<file path="config.mk">
export PLATFORM = sky130hd
export DESIGN_NAME = cacheline_arbiter
export DESIGN_NICKNAME = d
export VERILOG_FILES = /design/src/rtl/rv32i_types.sv /design/src/rtl/arb_pick.sv /design/src/rtl/cacheline_arbiter.sv
export SDC_FILE = /design/constraint.sdc
export NUM_CORES = 1
export LEC_CHECK = 0
export ABC_AREA = 0
export CELL_PAD_IN_SITES_DETAIL_PLACEMENT = 2
export CELL_PAD_IN_SITES_GLOBAL_PLACEMENT = 2
export CORE_AREA = 2 2 542 544
export CTS_CLUSTER_SIZE = 28
export DETAILED_ROUTE_END_ITERATION = 8
export DIE_AREA = 0 0 544 546
export PLACE_DENSITY = 0.36
export SYNTH_ARGS = -nofsm -noshare
export SYNTH_HDL_FRONTEND = slang
export SYNTH_SLANG_ARGS = --single-unit
</file>
<file path="constraint.sdc">
create_clock -name clk -period 2.2 [get_ports clk]
set_input_delay 0.55 -clock clk [delete_from_list [all_inputs] [get_ports clk]]
set_output_delay 0.55 -clock clk [all_outputs]
set_load 0.1 [all_outputs]
</file>
<file path="src/rtl/rv32i_types.sv">
// Shared types for the cache-to-memory arbiter: FSM states, grant owner and line geometry.
package rv32i_types;

    typedef enum logic [1:0] {
        IDLE   = 2'd0,
        I_BUSY = 2'd1,
        D_BUSY = 2'd2
    } arb_state_t;

    typedef enum logic {
        OWN_I = 1'b0,
        OWN_D = 1'b1
    } arb_owner_t;

    localparam int LINE_OFFSET_W = 5;

endpackage

</file>
<file path="src/rtl/arb_pick.sv">
// Combinational two-way grant decision between the I-cache and D-cache miss requests.
module arb_pick
    import rv32i_types::*;
#(
    parameter int FIXED_PRIO = 0
) (
    input  logic       i_req,
    input  logic       d_req,
    input  arb_owner_t last_grant,
    input  logic       starve_hit,
    output arb_owner_t winner
);

    always_comb begin
        winner = OWN_I;
        if (d_req && !i_req) begin
            winner = OWN_D;
        end else if (i_req && d_req) begin
            // Fixed priority favours D unless I has lost too many times in a row.
            if (FIXED_PRIO != 0) begin
                winner = starve_hit ? OWN_I : OWN_D;
            end else begin
                winner = (last_grant == OWN_I) ? OWN_D : OWN_I;
            end
        end
    end

endmodule

</file>
<file path="src/rtl/cacheline_arbiter.sv">
// Shares one pmem burst port between the I-cache and D-cache miss paths, one line transaction at a time.
module cacheline_arbiter
    import rv32i_types::*;
#(
    parameter int LINE_W       = 256,
    parameter int ADDR_W       = 32,
    parameter int FIXED_PRIO   = 0,
    parameter int STARVE_LIMIT = 4
) (
    input  logic              clk,
    input  logic              rst,
    input  logic              i_read,
    input  logic [ADDR_W-1:0] i_addr,
    output logic [LINE_W-1:0] i_rdata,
    output logic              i_resp,
    input  logic              d_read,
    input  logic              d_write,
    input  logic [ADDR_W-1:0] d_addr,
    input  logic [LINE_W-1:0] d_wdata,
    output logic [LINE_W-1:0] d_rdata,
    output logic              d_resp,
    output logic              pmem_read,
    output logic              pmem_write,
    output logic [ADDR_W-1:0] pmem_addr,
    output logic [LINE_W-1:0] pmem_wdata,
    input  logic [LINE_W-1:0] pmem_rdata,
    input  logic              pmem_resp,
    output logic              arb_busy
);

    localparam int CNT_W = $clog2(STARVE_LIMIT + 1);
    localparam logic [ADDR_W-1:0] LINE_MASK = ~ADDR_W'((1 << LINE_OFFSET_W) - 1);

    arb_state_t        state_q, state_d;
    arb_owner_t        last_grant_q, last_grant_d;
    logic [CNT_W-1:0]  starve_cnt_q, starve_cnt_d;
    logic [ADDR_W-1:0] addr_q, addr_d;
    logic [LINE_W-1:0] wdata_q, wdata_d;
    logic              write_q, write_d;

    logic       i_req, d_req, starve_hit, busy;
    arb_owner_t winner;

    assign i_req      = i_read;
    assign d_req      = d_read | d_write;
    assign starve_hit = (starve_cnt_q == CNT_W'(STARVE_LIMIT));

    arb_pick #(
        .FIXED_PRIO(FIXED_PRIO)
    ) u_pick (
        .i_req     (i_req),
        .d_req     (d_req),
        .last_grant(last_grant_q),
        .starve_hit(starve_hit),
        .winner    (winner)
    );

    always_ff @(posedge clk) begin
        if (rst) begin
            state_q      <= IDLE;
            last_grant_q <= OWN_I;
            starve_cnt_q <= '0;
            addr_q       <= '0;
            wdata_q      <= '0;
            write_q      <= 1'b0;
        end else begin
            state_q      <= state_d;
            last_grant_q <= last_grant_d;
            starve_cnt_q <= starve_cnt_d;
            addr_q       <= addr_d;
            wdata_q      <= wdata_d;
            write_q      <= write_d;
        end
    end

    always_comb begin
        state_d      = state_q;
        last_grant_d = last_grant_q;
        starve_cnt_d = starve_cnt_q;
        addr_d       = addr_q;
        wdata_d      = wdata_q;
        write_d      = write_q;
        case (state_q)
            IDLE: begin
                if (i_req || d_req) begin
                    last_grant_d = winner;
                    if (winner == OWN_I) begin
                        state_d      = I_BUSY;
                        addr_d       = i_addr & LINE_MASK;
                        wdata_d      = '0;
                        write_d      = 1'b0;
                        starve_cnt_d = '0;
                    end else begin
                        // A simultaneous read+write from D is resolved as a write.
                        state_d = D_BUSY;
                        addr_d  = d_addr & LINE_MASK;
                        wdata_d = d_wdata;
                        write_d = d_write;
                        if ((FIXED_PRIO != 0) && i_req && !starve_hit) begin
                            starve_cnt_d = starve_cnt_q + 1'b1;
                        end
                    end
                end
            end
            I_BUSY, D_BUSY: begin
                if (pmem_resp) begin
                    state_d = IDLE;
                end
            end
            default: state_d = IDLE;
        endcase
    end

    always_comb begin
        busy       = (state_q != IDLE);
        arb_busy   = busy;
        pmem_read  = busy && !write_q;
        pmem_write = busy && write_q;
        pmem_addr  = busy ? addr_q : '0;
        pmem_wdata = busy ? wdata_q : '0;
        i_resp     = (state_q == I_BUSY) && pmem_resp;
        d_resp     = (state_q == D_BUSY) && pmem_resp;
        i_rdata    = i_resp ? pmem_rdata : '0;
        d_rdata    = d_resp ? pmem_rdata : '0;
    end

    always_ff @(posedge clk) begin
        if (!rst) begin
            assert (!(d_read && d_write))
            else $warning("cacheline_arbiter: d_read and d_write asserted together");
        end
    end

endmodule

</file>
==> summary.md, run 1 <==
| Metric | Value |
|---|---|
| TritonCTS Buffers | `44` |
| Global-route wire length before repair | `264900 um` |
| Number of synthesized flops with an enable pin | `0` |
| Area contributors post-synth | `dfxtp_1 36%, and3_1 20%, a32oi_1 14%` |
| Final setup margin | `-0.5955 ns` |
| Placed insts | `7287` |
| Number of remaining DRC errors | `0` |
| Slowest cell delay on critical path | `0.35 ns` |
| Outcome | `finished, violations left` |
| Failing checks | `setup timing` |
| Worst reg2reg path endpoint | `wdata_q[62]` |
| Max Slew Vio Count | `0` |
| Cell repeated most along the worst path | `buf_12` |
| Setup CP Type | `reg2out` |
| Deepest clock path buffer count | `3` |
| Final Non-Filler Cells | `7428` |
| Max-Cap Viols | `0` |
| Num ports | `1387` |
| Slew margin rel. | `65.20%` |
| Worst Setup End Kind | `primary output` |
| Initial antenna violation count | `126` |
| Hold Path Origin | `rst` |
| Warnings, synthesis | `0` |
| CTS tree | `built` |
| Synth async-reset ratio | `0%` |
| Post-layout minimum cycle time | `2.796 ns` |
| Static Leakage | `0.01786 uW` |
| DRT iter0 DRCs | `907` |
| Hold Buf Count CTS | `0` |
| Area growth from synthesis to layout | `214.4%` |
| Final ANT Viol Nets | `0` |
| Crit-path cells | `buf_12, ha_4, buf_16, buf_16, buf_12, clkbuf_16, and3_4, buf_12` |
| Routed wire per std cell | `27.90 um` |
| Total grt overflow | `0` |
| Hold endpoint | `wdata_q[230]` |
| Synth top area share | `36.07%` |
| Vias in the first global route | `24640` |
| Slew of the pin with the lowest slew margin | `0.5181 ns` |
| Leading area contributor after synthesis | `dfxtp_1` |
| Layout cells sized above 1 | `51.43%` |
| R2r setup slk | `0.03 ns` |
| Vias per cell | `3.069` |
| RSZ-0062 raised after global routing | `yes` |
| Largest net degree at the start of global routing | `66` |
| Tcrit/Tclk final | `127.1%` |
| DRT Pass-1 Iters | `5` |
| DP HPWL | `175100 um` |
| Synth Instances | `2011` |
| Hold depth | `2` |
| Initial core utilization | `5.454%` |
| Fill count | `32760` |
| Seq cells post-synth | `287` |
| Clock Skew | `0.03613 ns` |
| Root buffer cell | `clkbuf_16` |
| Crit path max fanout | `7` |
| Place WS | `-0.2661 ns` |
| Mean post-synth cell area | `7.920 sq um` |
| Synth unique cells | `26` |
| GP Congestion | `0.7928` |
| Setup Total Neg Slack | `-374.93 ns` |
| Final nets | `4042` |
| Startpoint types | `register` |
| Vias | `22790` |
| H-tree levels | `2` |
| Sink Count | `287` |
| Final hold violations | `0` |
| WP data required | `1.65 ns` |
| Reg clk slew, reported paths | `0.05 ns` |
| Final setup viols | `800` |
| Tot GR Track Use | `13.42%` |
| Worst reg2reg path depth | `9` |
| Post-synth top flop | `dfxtp_1` |
| Most common cell in the netlist | `and3_1` |
| Die height | `546 um` |
| Sequential area share after synthesis | `36.07%` |
| Worst VDD drop | `599.6 uV` |
| CP Data Arrival Time | `2.25 ns` |
| Critical R2R Launch | `state_q[0]` |
| PwrDens | `708.4 nW/um^2` |
| Die area | `297000 sq um` |
| Most instantiated cells after synthesis | `512 x and3_1, 287 x dfxtp_1, 286 x nor2_1` |
| Hold slack final | `0.2704 ns` |
| DIE WIDTH | `544 um` |
| Hold Path Class | `in2reg` |
| Power, Total | `35480 uW` |
| Row count | `199` |
| Worst-Skew Late Latency | `0.62 ns` |
| Cell area after synthesis | `15930 sq um` |
| Max Clk Rate | `0.3577 GHz` |
| Slowest cell on the critical path | `dfxtp_2` |
| Routed Wire Length | `207200 um` |
| Port-buffer cells | `1371` |
| Core Region | `292100 sq um` |
## worst max path at each step
stage                     to  slack (ns)       start  cells after the start
2_1_floorplan  pmem_addr[11]       -0.82  state_q[0]                      6
3_3_place_gp      i_rdata[6]       -0.21   pmem_resp                      4
3_5_place_dp     wdata_q[62]       -0.27     d_write                      7
4_1_cts         i_rdata[205]       -0.70  state_q[0]                      8
5_1_grt         d_rdata[105]       -0.69  state_q[0]                      6
6_report        i_rdata[224]       -0.60  state_q[0]                      8
## final cells by class
type | instances | area, sq um | share of cell area (%)
clock buffers | 67 | 1299 | 2.593
multi-input cells | 1444 | 11890 | 23.75
inverters | 3 | 15.01 | 0.02998
flip-flops and latches | 287 | 5747 | 11.48
clock inverters | 12 | 155.1 | 0.3098
repair buffers | 1677 | 26020 | 51.96
diodes | 19 | 47.55 | 0.09494
well taps | 3919 | 4903 | 9.791
## worst max-delay path: cells and delay by family, from the launching register on
kind,cells,cell delay (ns)
DFF,1,0.35
adders and majority gates,1,0.16
buffers and inverters,6,0.88
and+or+nand+nor,1,0.19
## repair_timing
action / 4_1_cts / 5_1_grt
setup endpoints to repair: 801 / 871
resized for setup: 127 / 40
gates cloned: 18 / 3
buffers inserted: 23 / 2
pin swaps: 6 / 3
## sequential cells by signal, indices dropped and copies added, names as in the netlist
name and count:
addr_q 27, last_grant_q 1, state_q 2, wdata_q 256
write_q 1
## metrics by stage
| step | cell area, sq um | util [%] |
|---|---|---|
| after global routing | 50060 | 17.14 |
| after CTS | 49860 | 17.07 |
| final | 50080 | 17.15 |
| after global placement | 47140 | 16.14 |
| after detailed placement | 47140 | 16.14 |
| after floorplan | 18680 | - |
## cell families (layout without fill, tap and decap cells)
kind of cell	after synthesis	count (layout)	share of synthesized area, %
adders and majority gates	3	3	0.2357
other	1	24	0.02354
DFF	287	287	36.07
and+or+nand+nor	1144	1144	39.58
buffers and inverters	284	1759	7.824
AOI/OAI and AO/OA	292	292	16.26
## power breakdown
part	leakage (uW)	switching, uW	total, uW	internal, uW
logic	0.0148	13400	21700	8260
clock network	0.000707	3090	7500	4410
registers	0.00236	396	6330	5930
total	0.0179	16900	35500	18600
## cell usage in the layout (no fill, tap or decap), types with 2 or more instances in the layout
cell	n
nand2b_1	3
buf_4	145
a311oi_1	27
buf_6	28
clkdlybuf4s50_1	569
inv_6	3
clkbuf_1	13
conb_1	5
clkinv_2	3
nand2_1	54
nor2b_4	34
bufinv_16	3
clkbuf_16	48
nor2b_2	61
o32ai_1	2
and3_4	488
clkinvlp_4	3
ha_4	3
and3_2	24
diode_2	19
a32oi_1	257
nor2b_1	190
clkbuf_8	9
nor2_1	285
and2_4	2
buf_12	892
bufbuf_16	5
buf_16	24
dfxtp_1	286
buf_8	11
## layer usage
layer / share of wire, % / GRT usage (%) / vias to the layer above
met5: 0.089 / 0 / -
met4: 1.8 / 2.290 / 32
met3: 10 / 6.077 / 295
met2: 50 / 23.77 / 1079
met1: 38 / 14.70 / 11220
li1: - / - / 10160
No activity file was read; power rests on OpenSTA's default activity.
==> run 2, diff against run 1 <==
TNS_END_PERCENT = 50   (was default)
==> summary.md, run 2 (synthesis results as in run 1) <==
| Metric | Value |
|---|---|
| Routed wire per std cell | `27.74 um (-0.56%)` |
| Deepest clock path buffer count | `3 (unchanged)` |
| Outcome | `finished, violations left` |
| Clock Skew | `0.05387 ns (+0.01774 ns)` |
| Total grt overflow | `0 (unchanged)` |
| Place WS | `-0.2666 ns (-0.0005140 ns)` |
| Power, Total | `36760 uW (+3.6%)` |
| Largest net degree at the start of global routing | `66 (unchanged)` |
| DP HPWL | `173700 um (-0.81%)` |
| Static Leakage | `0.01873 uW (+4.8%)` |
| Initial antenna violation count | `135 (+7.1%)` |
| Biggest register | `wdata_q` |
| Fill count | `32770 (+0.018%)` |
| Setup CP Type | `reg2out` |
| Die height | `546 um (unchanged)` |
| Worst VDD drop | `523.9 uV (-13%)` |
| Final nets | `4091 (+1.2%)` |
| Row count | `199 (unchanged)` |
| CTS tree | `built` |
| Final hold violations | `0 (unchanged)` |
| Setup Total Neg Slack | `-370.96 ns (+3.976 ns)` |
| Area growth from synthesis to layout | `218.1%` |
| DRT met1 WL | `78790 um (about the same)` |
| Worst-Skew Late Latency | `0.64 ns (+0.02 ns)` |
| Num ports | `1387 (unchanged)` |
| Met2 wire length | `101800 um (-0.84%)` |
| Max-Cap Viols | `0 (unchanged)` |
| DRT iter0 DRCs | `919 (+1.3%)` |
| Tot GR Track Use | `13.27% (-0.15 points)` |
| Die area | `297000 sq um (unchanged)` |
| Crit path max fanout | `18 (+11)` |
| Worst Setup End Kind | `primary output` |
| Tcrit/Tclk final | `126.2% (-0.84 points)` |
| Final setup margin | `-0.5770 ns (+0.01850 ns)` |
| Placed insts | `7319 (+0.44%)` |
| Port-buffer cells | `1371 (unchanged)` |
| Slowest cell delay on critical path | `0.36 ns (about the same)` |
| Most common cell after layout, fill and taps aside | `buf_12` |
| Max FFs per register | `256 (unchanged)` |
| Vias in the first global route | `24700 (+0.24%)` |
| Met3 WL | `21980 um (+1.1%)` |
| DRT Pass-1 Iters | `5 (unchanged)` |
| Top Registers | `wdata_q (256), addr_q (27), state_q (2)` |
| Register Area | `5751 sq um (about the same)` |
| Failing checks | `setup timing` |
| Max Clk Rate | `0.3601 GHz (+0.67%)` |
| TritonCTS Buffers | `44 (unchanged)` |
| WP data required | `1.65 ns (about the same)` |
| H-tree levels | `2 (unchanged)` |
| Root buffer cell | `clkbuf_16` |
| RSZ-0062 raised after global routing | `yes` |
| Vias | `23150 (+1.6%)` |
| Final ANT Viol Nets | `0 (unchanged)` |
| Max Slew Vio Count | `0 (unchanged)` |
| Number of remaining DRC errors | `0 (unchanged)` |
| Hold Path Class | `in2reg` |
| Layout cells sized above 1 | `48.53% (-2.9 points)` |
| Core Region | `292100 sq um (unchanged)` |
| Multi-input logic area | `11500 sq um (-3.3%)` |
| GP Congestion | `0.8074 (+1.8%)` |
| Most frequent cells in the layout | `917 x buf_12, 569 x clkdlybuf4s50_1, 328 x and3_4` |
| Final setup viols | `800 (unchanged)` |
| Vias per cell | `3.097 (+0.92%)` |
| Final core utilization | `17.35% (+0.20 points)` |
| Final Non-Filler Cells | `7477 (+0.66%)` |
| Reg clk slew, reported paths | `0.06 ns (about the same)` |
| Crit-path cells | `inv_4, ha_4, buf_16, buf_16, buf_12, and3_4, buf_12` |
| Startpoint types | `register` |
| DIE WIDTH | `544 um (unchanged)` |
| Sink Count | `287 (unchanged)` |
| PwrDens | `725.5 nW/um^2 (+2.4%)` |
| Slowest cell on the critical path | `dfxtp_4` |
| Post-layout minimum cycle time | `2.777 ns (-0.01850 ns)` |
| Initial core utilization | `5.454% (unchanged)` |
| DR top layer | `met5` |
| Global-route wire length before repair | `263000 um (-0.71%)` |
| CP Data Arrival Time | `2.23 ns (-0.02 ns)` |
| Routed Wire Length | `207400 um (about the same)` |
==> run 2: worst paths after layout <==
kind	start	endpoint	slack, ns	cells past startpoint
max	state_q[1]	i_rdata[208]	-0.58	7
min reg2reg	wdata_q[52]	wdata_q[52]	0.48	2
min	rst	wdata_q[199]	0.25	2
max reg2reg	state_q[0]	wdata_q[128]	0.13	10
==> run 2: timing repair <==
item,CTS,global route
pin swaps,32,10
buffers inserted,18,14
gates resized for setup,308,192
gates cloned,14,19
hold buffers,0,0
endpoints found under the setup margin,800,803
==> run 2: worst max-delay path, delay by kind of cell (launching register included) <==
| kind | cells | cell delay [ns] |
|---|---|---|
| buffers and inverters | 5 | 0.79 |
| DFF | 1 | 0.36 |
| and+or+nand+nor | 1 | 0.21 |
| adders and majority gates | 1 | 0.16 |
==> run 2: metrics by stage <==
step | hold slack, ns | area, sq um
2_1_floorplan | 0.4456 | 16830
3_3_place_gp | 0.4588 | 45910
3_5_place_dp | 0.4693 | 45910
4_1_cts | 0.1914 | 49390
5_1_grt | 0.2370 | 50630
6_report | 0.2486 | 50670
==> run 2: cell type report <==
class                           instances  share of cell area (%)
Inverter                                3                 0.02716
Antenna cell                           20                 0.09878
Clock buffer                           60                   2.410
Clock inverter                         18                  0.5680
Multi-Input combinational cell       1444                   22.69
Sequential cell                       287                   11.35
Timing Repair Buffer                 1726                   53.17
Tap cell                             3919                   9.678
==> run 2: report_power, final <==
group	internal (uW)	switching [uW]	leakage [uW]
combinational	8910	13700	0.0156
clock	4610	3180	0.000728
sequential	5930	444	0.00236
==> run 2: metal layers <==
layer  GRT usage, %  vias up
li1               -    10280
met1          14.50    11400
met2          23.37     1116
met3          6.216      310
met4          2.308       42
met5              0        -
==> run 3, diff against run 2 <==
CAP_MARGIN = 30   (was default)
==> results of run 3 <==
Same layout as run 2: the final DEF is identical, and so are final timing and power.
